`src/rtl/branch_target_buffer_pkg.sv`:
```
// Shared types for the branch target buffer: branch-type encodings,
// 2-bit counter states and a saturating perf-counter helper.
package branch_target_buffer_pkg;

    // Branch types decoded in ID and carried to EX with the instruction.
    typedef enum logic [2:0] {
        NOBRANCH = 3'd0,
        BEQ      = 3'd1,
        BNE      = 3'd2,
        BLT      = 3'd3,
        BLTU     = 3'd4,
        BGE      = 3'd5,
        BGEU     = 3'd6
    } branch_type_e;

    // 2-bit direction predictor states; bit 1 is the taken prediction.
    typedef enum logic [1:0] {
        SNT = 2'b00,
        WNT = 2'b01,
        WT  = 2'b10,
        ST  = 2'b11
    } cnt_state_e;

    // Increment that sticks at all-ones instead of wrapping.
    function automatic logic [31:0] sat_inc32(input logic [31:0] value, input logic en);
        return (en && (value != '1)) ? value + 32'd1 : value;
    endfunction

endpackage

```
`src/rtl/branch_target_buffer_if.sv`:
```
// Fetch-side lookup, EX-side training/resolve and perf-counter signals
// of the branch target buffer, grouped as one bundle.
interface branch_target_buffer_if;

    // IF-stage lookup
    logic [31:0] PCF;
    logic        PredTakenF;
    logic [31:0] PredTargetF;

    // EX-stage resolve / training
    logic        UpdateEnE;
    logic [2:0]  BranchTypeE;
    logic        BranchE;
    logic [31:0] PCE;
    logic [31:0] BranchTargetE;
    logic        PredTakenE;
    logic [31:0] PredTargetE;
    logic        MispredictE;
    logic [31:0] CorrectPCE;

    // Perf counters
    logic [31:0] BranchCnt;
    logic [31:0] MissCnt;

    // Pipeline side
    modport master (
        output PCF, UpdateEnE, BranchTypeE, BranchE, PCE, BranchTargetE,
               PredTakenE, PredTargetE,
        input  PredTakenF, PredTargetF, MispredictE, CorrectPCE,
               BranchCnt, MissCnt
    );

    // Predictor side
    modport slave (
        input  PCF, UpdateEnE, BranchTypeE, BranchE, PCE, BranchTargetE,
               PredTakenE, PredTargetE,
        output PredTakenF, PredTargetF, MispredictE, CorrectPCE,
               BranchCnt, MissCnt
    );

endinterface

```
`src/rtl/branch_target_buffer_sat_counter2.sv`:
```
// 2-bit saturating counter next-state function (SNT<->WNT<->WT<->ST).
// Pure combinational so any predictor table can wrap its own storage around it.
module sat_counter2
    import branch_target_buffer_pkg::*;
(
    input  logic [1:0] cnt,
    input  logic       taken,
    output logic [1:0] cnt_next
);

    cnt_state_e state;
    cnt_state_e state_next;

    assign state = cnt_state_e'(cnt);

    // Step towards taken or not-taken, holding at either end.
    always_comb begin
        state_next = state;
        case (state)
            SNT:     state_next = taken ? WNT : SNT;
            WNT:     state_next = taken ? WT  : SNT;
            WT:      state_next = taken ? ST  : WNT;
            ST:      state_next = taken ? ST  : WT;
            default: state_next = state;
        endcase
    end

    assign cnt_next = state_next;

endmodule

```
`src/rtl/branch_target_buffer.sv`:
```
// Direct-mapped branch target buffer with 2-bit direction counters.
// Combinational lookup for the fetch PC, training from the resolved EX
// branch, mispredict/redirect generation and saturating perf counters.
module branch_target_buffer
    import branch_target_buffer_pkg::*;
#(
    parameter int unsigned IDX_BITS = 6,
    parameter int unsigned TAG_BITS = 8,
    parameter logic [1:0]  CNT_INIT = 2'b10
) (
    input  logic                  clk,
    input  logic                  rst_n,
    branch_target_buffer_if.slave bus
);

    localparam int unsigned ENTRIES = 1 << IDX_BITS;
    localparam int unsigned IDX_MSB = IDX_BITS + 1;
    localparam int unsigned TAG_LSB = IDX_BITS + 2;
    localparam int unsigned TAG_MSB = IDX_BITS + TAG_BITS + 1;

    logic [ENTRIES-1:0]  valid_q, valid_d;
    logic [TAG_BITS-1:0] tag_q    [ENTRIES];
    logic [TAG_BITS-1:0] tag_d    [ENTRIES];
    logic [31:0]         target_q [ENTRIES];
    logic [31:0]         target_d [ENTRIES];
    logic [1:0]          cnt_q    [ENTRIES];
    logic [1:0]          cnt_d    [ENTRIES];
    logic [31:0]         branch_cnt_q, branch_cnt_d;
    logic [31:0]         miss_cnt_q, miss_cnt_d;

    logic [IDX_BITS-1:0] idx_f, idx_e;
    logic [TAG_BITS-1:0] tag_f, tag_e;
    logic                hit_f, hit_e;
    logic                resolve;
    logic                mispredict;
    logic [1:0]          cnt_trained;

    // PC bits outside index/tag take no part in the lookup.
    logic unused_pc_bits;
    assign unused_pc_bits = ^{bus.PCF[1:0], bus.PCF[31:TAG_MSB+1],
                              bus.PCE[1:0], bus.PCE[31:TAG_MSB+1]};

    assign idx_f = bus.PCF[IDX_MSB:2];
    assign tag_f = bus.PCF[TAG_MSB:TAG_LSB];
    assign idx_e = bus.PCE[IDX_MSB:2];
    assign tag_e = bus.PCE[TAG_MSB:TAG_LSB];

    // Fetch lookup from the registered arrays; forced to miss while in reset.
    always_comb begin
        hit_f           = rst_n && valid_q[idx_f] && (tag_q[idx_f] == tag_f);
        bus.PredTakenF  = hit_f && cnt_q[idx_f][1];
        bus.PredTargetF = hit_f ? target_q[idx_f] : bus.PCF + 32'd4;
    end

    // Resolve the EX branch against the prediction it carried down the pipe.
    always_comb begin
        resolve    = bus.UpdateEnE && (bus.BranchTypeE != NOBRANCH);
        mispredict = resolve && ((bus.BranchE != bus.PredTakenE) ||
                                 (bus.BranchE && (bus.PredTargetE != bus.BranchTargetE)));
        bus.MispredictE = mispredict;
        bus.CorrectPCE  = '0;
        if (resolve) begin
            bus.CorrectPCE = bus.BranchE ? bus.BranchTargetE : bus.PCE + 32'd4;
        end
    end

    sat_counter2 u_sat_counter2 (
        .cnt      (cnt_q[idx_e]),
        .taken    (bus.BranchE),
        .cnt_next (cnt_trained)
    );

    // Train the entry at the EX index: update on hit, allocate on taken miss.
    always_comb begin
        valid_d  = valid_q;
        tag_d    = tag_q;
        target_d = target_q;
        cnt_d    = cnt_q;
        hit_e    = valid_q[idx_e] && (tag_q[idx_e] == tag_e);
        if (resolve) begin
            if (hit_e) begin
                cnt_d[idx_e] = cnt_trained;
                if (bus.BranchE) begin
                    target_d[idx_e] = bus.BranchTargetE;
                end
            end else if (bus.BranchE) begin
                valid_d[idx_e]  = 1'b1;
                tag_d[idx_e]    = tag_e;
                target_d[idx_e] = bus.BranchTargetE;
                cnt_d[idx_e]    = CNT_INIT;
            end
        end
    end

    // Perf counters, both sticking at all-ones.
    always_comb begin
        branch_cnt_d = sat_inc32(branch_cnt_q, resolve);
        miss_cnt_d   = sat_inc32(miss_cnt_q, mispredict);
    end

    // Valid bits and perf counters are the only reset state.
    always_ff @(posedge clk) begin
        if (!rst_n) begin
            valid_q      <= '0;
            branch_cnt_q <= '0;
            miss_cnt_q   <= '0;
        end else begin
            valid_q      <= valid_d;
            branch_cnt_q <= branch_cnt_d;
            miss_cnt_q   <= miss_cnt_d;
        end
    end

    // Payload arrays are not reset; writes are held off while reset is asserted.
    always_ff @(posedge clk) begin
        if (rst_n) begin
            tag_q    <= tag_d;
            target_q <= target_d;
            cnt_q    <= cnt_d;
        end
    end

    assign bus.BranchCnt = branch_cnt_q;
    assign bus.MissCnt   = miss_cnt_q;

endmodule

```
`src/flat_wrapper.sv`:
```
// flat-port wrapper written by rule: the top's interface ports become plain ports
module branch_target_buffer_flat import branch_target_buffer_pkg::*;
#(
    parameter int unsigned IDX_BITS = 6,
    parameter int unsigned TAG_BITS = 8,
    parameter logic [1:0]  CNT_INIT = 2'b10
)
  (clk, rst_n, bus_PCF, bus_UpdateEnE, bus_BranchTypeE, bus_BranchE, bus_PCE, bus_BranchTargetE, bus_PredTakenE, bus_PredTargetE, bus_PredTakenF, bus_PredTargetF, bus_MispredictE, bus_CorrectPCE, bus_BranchCnt, bus_MissCnt);
  branch_target_buffer_if bus_i ();
  input  logic clk;
  input  logic rst_n;
  input wire logic [$bits(bus_i.PCF)-1:0] bus_PCF;
  input wire logic [$bits(bus_i.UpdateEnE)-1:0] bus_UpdateEnE;
  input wire logic [$bits(bus_i.BranchTypeE)-1:0] bus_BranchTypeE;
  input wire logic [$bits(bus_i.BranchE)-1:0] bus_BranchE;
  input wire logic [$bits(bus_i.PCE)-1:0] bus_PCE;
  input wire logic [$bits(bus_i.BranchTargetE)-1:0] bus_BranchTargetE;
  input wire logic [$bits(bus_i.PredTakenE)-1:0] bus_PredTakenE;
  input wire logic [$bits(bus_i.PredTargetE)-1:0] bus_PredTargetE;
  output wire logic [$bits(bus_i.PredTakenF)-1:0] bus_PredTakenF;
  output wire logic [$bits(bus_i.PredTargetF)-1:0] bus_PredTargetF;
  output wire logic [$bits(bus_i.MispredictE)-1:0] bus_MispredictE;
  output wire logic [$bits(bus_i.CorrectPCE)-1:0] bus_CorrectPCE;
  output wire logic [$bits(bus_i.BranchCnt)-1:0] bus_BranchCnt;
  output wire logic [$bits(bus_i.MissCnt)-1:0] bus_MissCnt;
  assign bus_i.PCF = bus_PCF;
  assign bus_i.UpdateEnE = bus_UpdateEnE;
  assign bus_i.BranchTypeE = bus_BranchTypeE;
  assign bus_i.BranchE = bus_BranchE;
  assign bus_i.PCE = bus_PCE;
  assign bus_i.BranchTargetE = bus_BranchTargetE;
  assign bus_i.PredTakenE = bus_PredTakenE;
  assign bus_i.PredTargetE = bus_PredTargetE;
  assign bus_PredTakenF = bus_i.PredTakenF;
  assign bus_PredTargetF = bus_i.PredTargetF;
  assign bus_MispredictE = bus_i.MispredictE;
  assign bus_CorrectPCE = bus_i.CorrectPCE;
  assign bus_BranchCnt = bus_i.BranchCnt;
  assign bus_MissCnt = bus_i.MissCnt;
  branch_target_buffer #(.IDX_BITS(IDX_BITS), .TAG_BITS(TAG_BITS), .CNT_INIT(CNT_INIT)) u_core (.clk(clk), .rst_n(rst_n), .bus(bus_i));
endmodule
```
`config.mk`:
```
export PLATFORM = sky130hd
export DESIGN_NAME = branch_target_buffer_flat
export DESIGN_NICKNAME = d
export VERILOG_FILES = /design/src/rtl/branch_target_buffer_pkg.sv /design/src/rtl/branch_target_buffer_if.sv /design/src/rtl/branch_target_buffer_sat_counter2.sv /design/src/rtl/branch_target_buffer.sv /design/src/flat_wrapper.sv
export SDC_FILE = /design/constraint.sdc
export NUM_CORES = 2
export LEC_CHECK = 0
export ABC_AREA = 1
export CORE_MARGIN = 4
export CORE_UTILIZATION = 29
export DETAILED_ROUTE_END_ITERATION = 6
export PLACE_DENSITY = 0.4
export SYNTH_ARGS = -nofsm -noshare
export SYNTH_HDL_FRONTEND = slang
export SYNTH_HIERARCHICAL = 1
export SYNTH_SLANG_ARGS = --single-unit
```
`constraint.sdc`:
```
create_clock -name clk -period 6.9 [get_ports clk]
set_input_delay 0.69 -clock clk [delete_from_list [all_inputs] [get_ports clk]]
set_output_delay 0.69 -clock clk [all_outputs]
set_load 0.005 [all_outputs]
```
# Word-level counts from Yosys, hierarchy flattened
# Index checks and enable logic that the tools add are counted.
[totals]
wordCells = 280
reg_bits = 2816
output_inout_bits = 130
in_bits = 136
[op_classes]
mux = 40
reduce_logical = 19
eq_ne = 9
add_sub_neg = 4
bitwise_logic = 7
n_lt_le_gt_ge = 6
[ops]
columns = ["op", "n"]
rows = [
  ["$bwmux 2048", 1],
  ["$bwmux 512", 1],
  ["$mux 128", 2],
  ["$bmux 32 s6", 1],
  ["$demux 32 s6", 1],
  ["$mux 32", 6],
  ["$bwmux 128", 1],
  ["$or 64x64->64", 2],
  ["$bmux 8 s6", 2],
  ["$add 32x1->32 const B", 2],
  ["$add 32x3->32 const B", 2],
  ["$and 64x64->64", 1],
  ["$ne 32x32->1 const B", 2],
  ["$not 64->64", 1],
  ["$demux 8 s6", 1],
  ["$mux 8", 5],
  ["$ne 32x32->1", 1],
  ["$bmux 2 s6", 2],
  ["$eq 8x8->1", 2],
  ["$ge 7x7->1 const B", 2],
  ["$lt 6x7->1 const B", 2],
  ["$mux 2", 7],
  ["$not 6->7", 2],
  ["$bmux 1 s6", 2],
  ["17 further kinds", 34],
]

# Logic depth before layout (Yosys ltp)
[logic_depth]
word_depth = 9
ltp_mapped = 23
depth_no_buf = 19

# Hierarchy
# The synthesis kept the hierarchy.
[by_module_without_submodules]
columns = ["mod", "seq_area_each_um2", "n_inst", "area_each_um2", "cells_per_inst"]
rows = [
  ["branch_target_buffer", 83279.9, 1, 124214.1, 11645],
  ["sat_counter2", 0.0, 1, 21.3, 5],
]

# Worst setup path after synthesis
# Ideal clock, no wire load.
[synth_timing]
kind = "input port to flip-flop"
start = "input port bus_PCE[3]"
end = "register u_core/tag_q[16] (netlist bit), enable pin"
stages = 10
required_ps = 6530
slack_ps = 2497
setup_time_ps = 370
arrival_time_ps = 4033
path_buffers = 3
path_cell_list = "buf_2 nor2_2 clkbuf_1 nand2_1 clkbuf_1 nor2_1 inv_1 nor2_1 inv_1 nor2_1"
[synth_via]
elab_chain_cells = 8
elab_cells_between_ends = 10
classes_between = "1 x eq/ne; 5 x mux; 2 x bitwise; 2 x reduce/logical"
[synth_rtl]
columns = ["element", "line_no", "text"]
rows = [
  ["start, declared", "flat_wrapper.sv:16", "input wire logic [$bits(bus_i.PCE)-1:0] bus_PCE;"],
  ["$not 6->7 (implied by the code)", "branch_target_buffer.sv:79", "hit_e = valid_q[idx_e] && (tag_q[idx_e] == tag_e);"],
  ["$bmux 8 s6", "branch_target_buffer.sv:79", ""],
  ["$mux 8 (implied by the code) (2 in a row)", "branch_target_buffer.sv:79", ""],
  ["$eq 8x8->1", "branch_target_buffer.sv:79", ""],
  ["$logic_and 1x1->1 *", "branch_target_buffer.sv:79", ""],
  ["$not 1->1 (no source line) *", "n/a", ""],
  ["$reduce_and 4->1 (no source line) *", "n/a", ""],
  ["end signal, assigned", "branch_target_buffer.sv:117", "tag_q <= tag_d;"],
  ["end, declared", "branch_target_buffer.sv:22", "logic [TAG_BITS-1:0] tag_q [ENTRIES];"],
]
# Every way passes the cells marked *; elsewhere a longest branch is shown, timed or not. The select of a mux whose other input is x is not followed.
# A chain may end at the register's enable or synchronous reset.

# Final worst setup path
[layout_timing]
start = "input port bus_PCF[5]"
end = "output port bus_PredTargetF[4]"
[layout_via]
elab_chain_cells = 7
elab_cells_between_ends = 13
classes_between = "1 x eq/ne; 9 x mux; 1 x bitwise; 2 x reduce/logical"
[layout_rtl]
columns = ["element", "line_no", "text"]
rows = [
  ["start, declared", "flat_wrapper.sv:12", "input wire logic [$bits(bus_i.PCF)-1:0] bus_PCF;"],
  ["$not 6->7 (implied by the code)", "branch_target_buffer.sv:50, branch_target_buffer.sv:52", ""],
  ["$bmux 8 s6", "branch_target_buffer.sv:50", "hit_f = rst_n && valid_q[idx_f] && (tag_q[idx_f] == tag_f);"],
  ["$mux 8 (implied by the code) (2 in a row)", "branch_target_buffer.sv:50", ""],
  ["$eq 8x8->1", "branch_target_buffer.sv:50", ""],
  ["$logic_and 1x1->1", "branch_target_buffer.sv:50", ""],
  ["$mux 32 *", "branch_target_buffer.sv:52", "bus.PredTargetF = hit_f ? target_q[idx_f] : bus.PCF + 32'd4;"],
  ["end, declared", "flat_wrapper.sv:21", "output wire logic [$bits(bus_i.PredTargetF)-1:0] bus_PredTargetF;"],
]
# Marked as above.

==> flow_summary.toml <==
[power_and_ir_drop]
power_frac_comb = 0.079
p_switching_mw = 9.70
total_power_mw = 39.3
p_clk_frac = 0.443
ir_worst_vdd_mv = 0.182
swShare = 0.247
power.density_mw_per_mm2 = 270
seqPwrFrac = 0.478
p_int_mw = 29.6
p_leak_nw = 49.9

[layout]
area_delta_synth_final_pct = 17.1
design_area_sq_mm = 0.145
drive_above_1_share = 0.0817
nFillCells = 42700
utilization = 0.341
nets = 12000

[detailed_routing]
wl_per_cell_microns = 29.4
routed-via-count = 94700
routed_wl_mm = 523
antenna_left = 0
drtIter0Drc = 10300
dr.pass1.iters = 6
drc = 0
via_per_inst = 5.32

[worst_setup_path]
reg2reg_depth = 12
crit_path_max_fanout = 82
timing.rr.start = "u_core/tag_q[425]"
r2r_slack_ps = 3040
critical_path.top_delay_family = "buffers and inverters"
end_kind = "output pin"
cp-start-kind = "primary input"
reg2reg_to = "u_core/tag_q[465]"
crit_chain = "clkdlybuf4s50_1, nand2_1, inv_8, nand2_1, nand2_1, inv_1, nand2_1, nand2_1, nand2_1, inv_1, nand3_1, nand2_1, nor2_1, nand3_2, o21bai_1, nand2_1, buf_4, clkdlybuf4s50_1"
worst_path_most_repeated_cell = "nand2_1"
cp_num_buf_inv = 6
worst_path_max_delay_cell = "clkdlybuf4s50_1"
crit_required_ps = 6210
cp_slowest_stage_delay_ps = 800
critPathArrivalTime_ps = 5670
crit_type = "primary input to output pin"

[logic_synthesis]
async_flop_share = 0
postSynthCellCount = 11700
yosys.area.top_type = "edfxtp_1"
syn_area_sq_mm = 0.124
synth-seq-area-share = 0.670
yosysTopAreaCellShare = 0.650
yosys_warnings = 6
yosysUniqueCellTypes = 56
synth-seq-cells = 2816
synth_area_per_cell_sq_um = 10.7
syn_nets = 11800
ys.flop_type = "edfxtp_1"
synth_edf_count = 2688
synth.area.top_cells = "edfxtp_1 65%, nand2_1 6.4%, o21ai_0 5.5%"

[clock_network]
post_cts_buffers = 0
clock_sinks = 2816
cts_tree = "done"
cts_buffer_depth = 4
cts_resized = 0
cts_hold_buf = 0
clock-root-buffer = "clkbuf_16"
cts_buffers = 335
clk_pin_slew_ps = 60
clock_latency_ps = 960
htree_levels = 5

[floorplanning]
coreArea_sq_mm = 0.427
initial_utilization = 0.291
die-width_microns = 663
dieHeight_microns = 663
die_area_sq_mm = 0.439
io_pins = 266
fp-row-count = 240

[hold_path]
holdPathStages = 1
min-delay-start = "bus_BranchTargetE[17]"
holdPathEnd = "u_core/target_q[1873]"
hp-class = "primary input to register"

[global_routing]
grt_pass1_wl_mm = 724
track_usage = 0.229
grt_pass1_vias = 89800
grt_max_degree = 151
grt_antenna_before_repair = 35
globalRouteOverflowTotal = 0

[timing]
setup_viol = 0
tightest_slew_ps = 1300
hold_viol = 0
rsz0062_at_grt = "no"
fmax_mhz = 157
min_period_over_period = 0.921
slew_headroom = 0.133
drv_slew = 0
skew_ps = 66.0
tns_ps = 0
hold_slack_ps = 75.1
layout_min_cycle_time_ps = 6360

[placement]
numPortBuffers = 265
placed_area_sq_mm = 0.135
place_hpwl_mm = 320
gp_congestion = 0.892

[flow_run]
cap_violations = 0

[outcome]
status = "complete, no violations"
placed cells by master (no fill, tap or decap), types with 86 or more instances in the layout:
cell             Yosys  final
edfxtp_1          2688   2688
nor3_1              94     93
a21oi_1            416    415
o21ai_0           1360   1356
o22ai_1            361    361
nor2_1            1500   1433
o221ai_1           203    203
clkdlybuf4s50_1      0    216
buf_4               13    320
nand2_1           2104   2104
clkbuf_16            0    344
o211ai_1           204    204
dfxtp_1            128    128
nand3_1            591    588
clkbuf_1           519     92
clkinv_1             9     86
inv_1              731    726
cell families after synthesis:
group,synth area share
xor+xnor,0.00634
flops,0.670
compound gates,0.128
buf+inv,0.0489
simple gates,0.146
fa+ha+maj,0.000403
cell type report:
type                            instances  area, sq um  share of cell area
Sequential cell                      2816        83300               0.573
Multi-Input combinational cell       7297        35400               0.244
Clock buffer                          438         8980              0.0618
Tap cell                             5687         7120              0.0489
Timing Repair Buffer                  634         6100              0.0419
Inverter                              748         2860              0.0197
Clock inverter                        174         1610              0.0111
Antenna cell                           15         37.5            0.000258
per-layer routing:
| metal | global-route usage | wire length (microns) | vias to the layer above |
|---|---|---|---|
| met3 | 0.0288 | 31200 | 689 |
| met5 | 0 | 70 | - |
| met2 | 0.371 | 244000 | 3633 |
| met1 | 0.317 | 231000 | 48600 |
| met4 | 0.0734 | 17600 | 12 |
| li1 | - | - | 41800 |
cells in the mapped netlist (9+ instances only):
master,instances
o211ai_1,204
o21bai_1,33
a21oi_1,416
nor3_2,21
o22ai_1,361
edfxtp_1,2688
buf_4,13
nand4_1,66
clkbuf_1,519
clkinv_1,9
buf_2,203
dfxtp_1,128
nand3_1,591
nor4_1,24
o221ai_1,203
buf_1,54
nand2_1,2104
o21ai_1,50
xor2_1,72
nor3_1,94
inv_1,731
nor2_1,1500
o21ai_0,1360
a22oi_1,64
xnor2_1,18
or2_1,16
power by group through the flow:
stage,logic [mW],registers (mW),clock network (mW)
6_report,3.12,18.8,17.4
5_1_grt,3.34,18.8,18.5
4_1_cts,3.15,18.8,17.8
3_5_place_dp,3.14,19.1,0
3_3_place_gp,3.14,19.1,0
2_1_floorplan,1.43,19.1,0
state kept, by name (all words and copies together), names as in the netlist:
register / count
u_core/target_q: 2048
u_core/cnt_q: 128
u_core/bus.MissCnt: 32
u_core/valid_q: 64
u_core/bus.BranchCnt: 32
u_core/tag_q: 512
per-stage QoR:
stage	setup WS, ps	instances
final	542	17800
after global routing	332	17800
after CTS	527	17800
after detailed placement	541	17200
after global placement	472	17200
after floorplan	2500	11700
worst register-to-register path: cells and delay by family, from the launching register on:
kind                   cells  cell delay [ps]
AND/OR/NAND/NOR            9             2140
AO/OA/AOI/OAI              2              720
flip-flops                 1              400
buffers and inverters      1              200
how the worst max path moves through the flow:
stage | start | to | slack (ps) | cells after the start
after global routing | bus_PCF[5] | bus_PredTargetF[4] | 330 | 18
after global placement | bus_PCF[5] | bus_PredTargetF[4] | 470 | 18
after detailed placement | bus_PCF[5] | bus_PredTargetF[4] | 540 | 18
after CTS | bus_PCF[5] | bus_PredTargetF[4] | 530 | 18
after floorplan | bus_PCE[3] | u_core/tag_q[16] | 2500 | 10
final | bus_PCF[5] | bus_PredTargetF[4] | 540 | 18
Power figures use the tool's default switching activity.
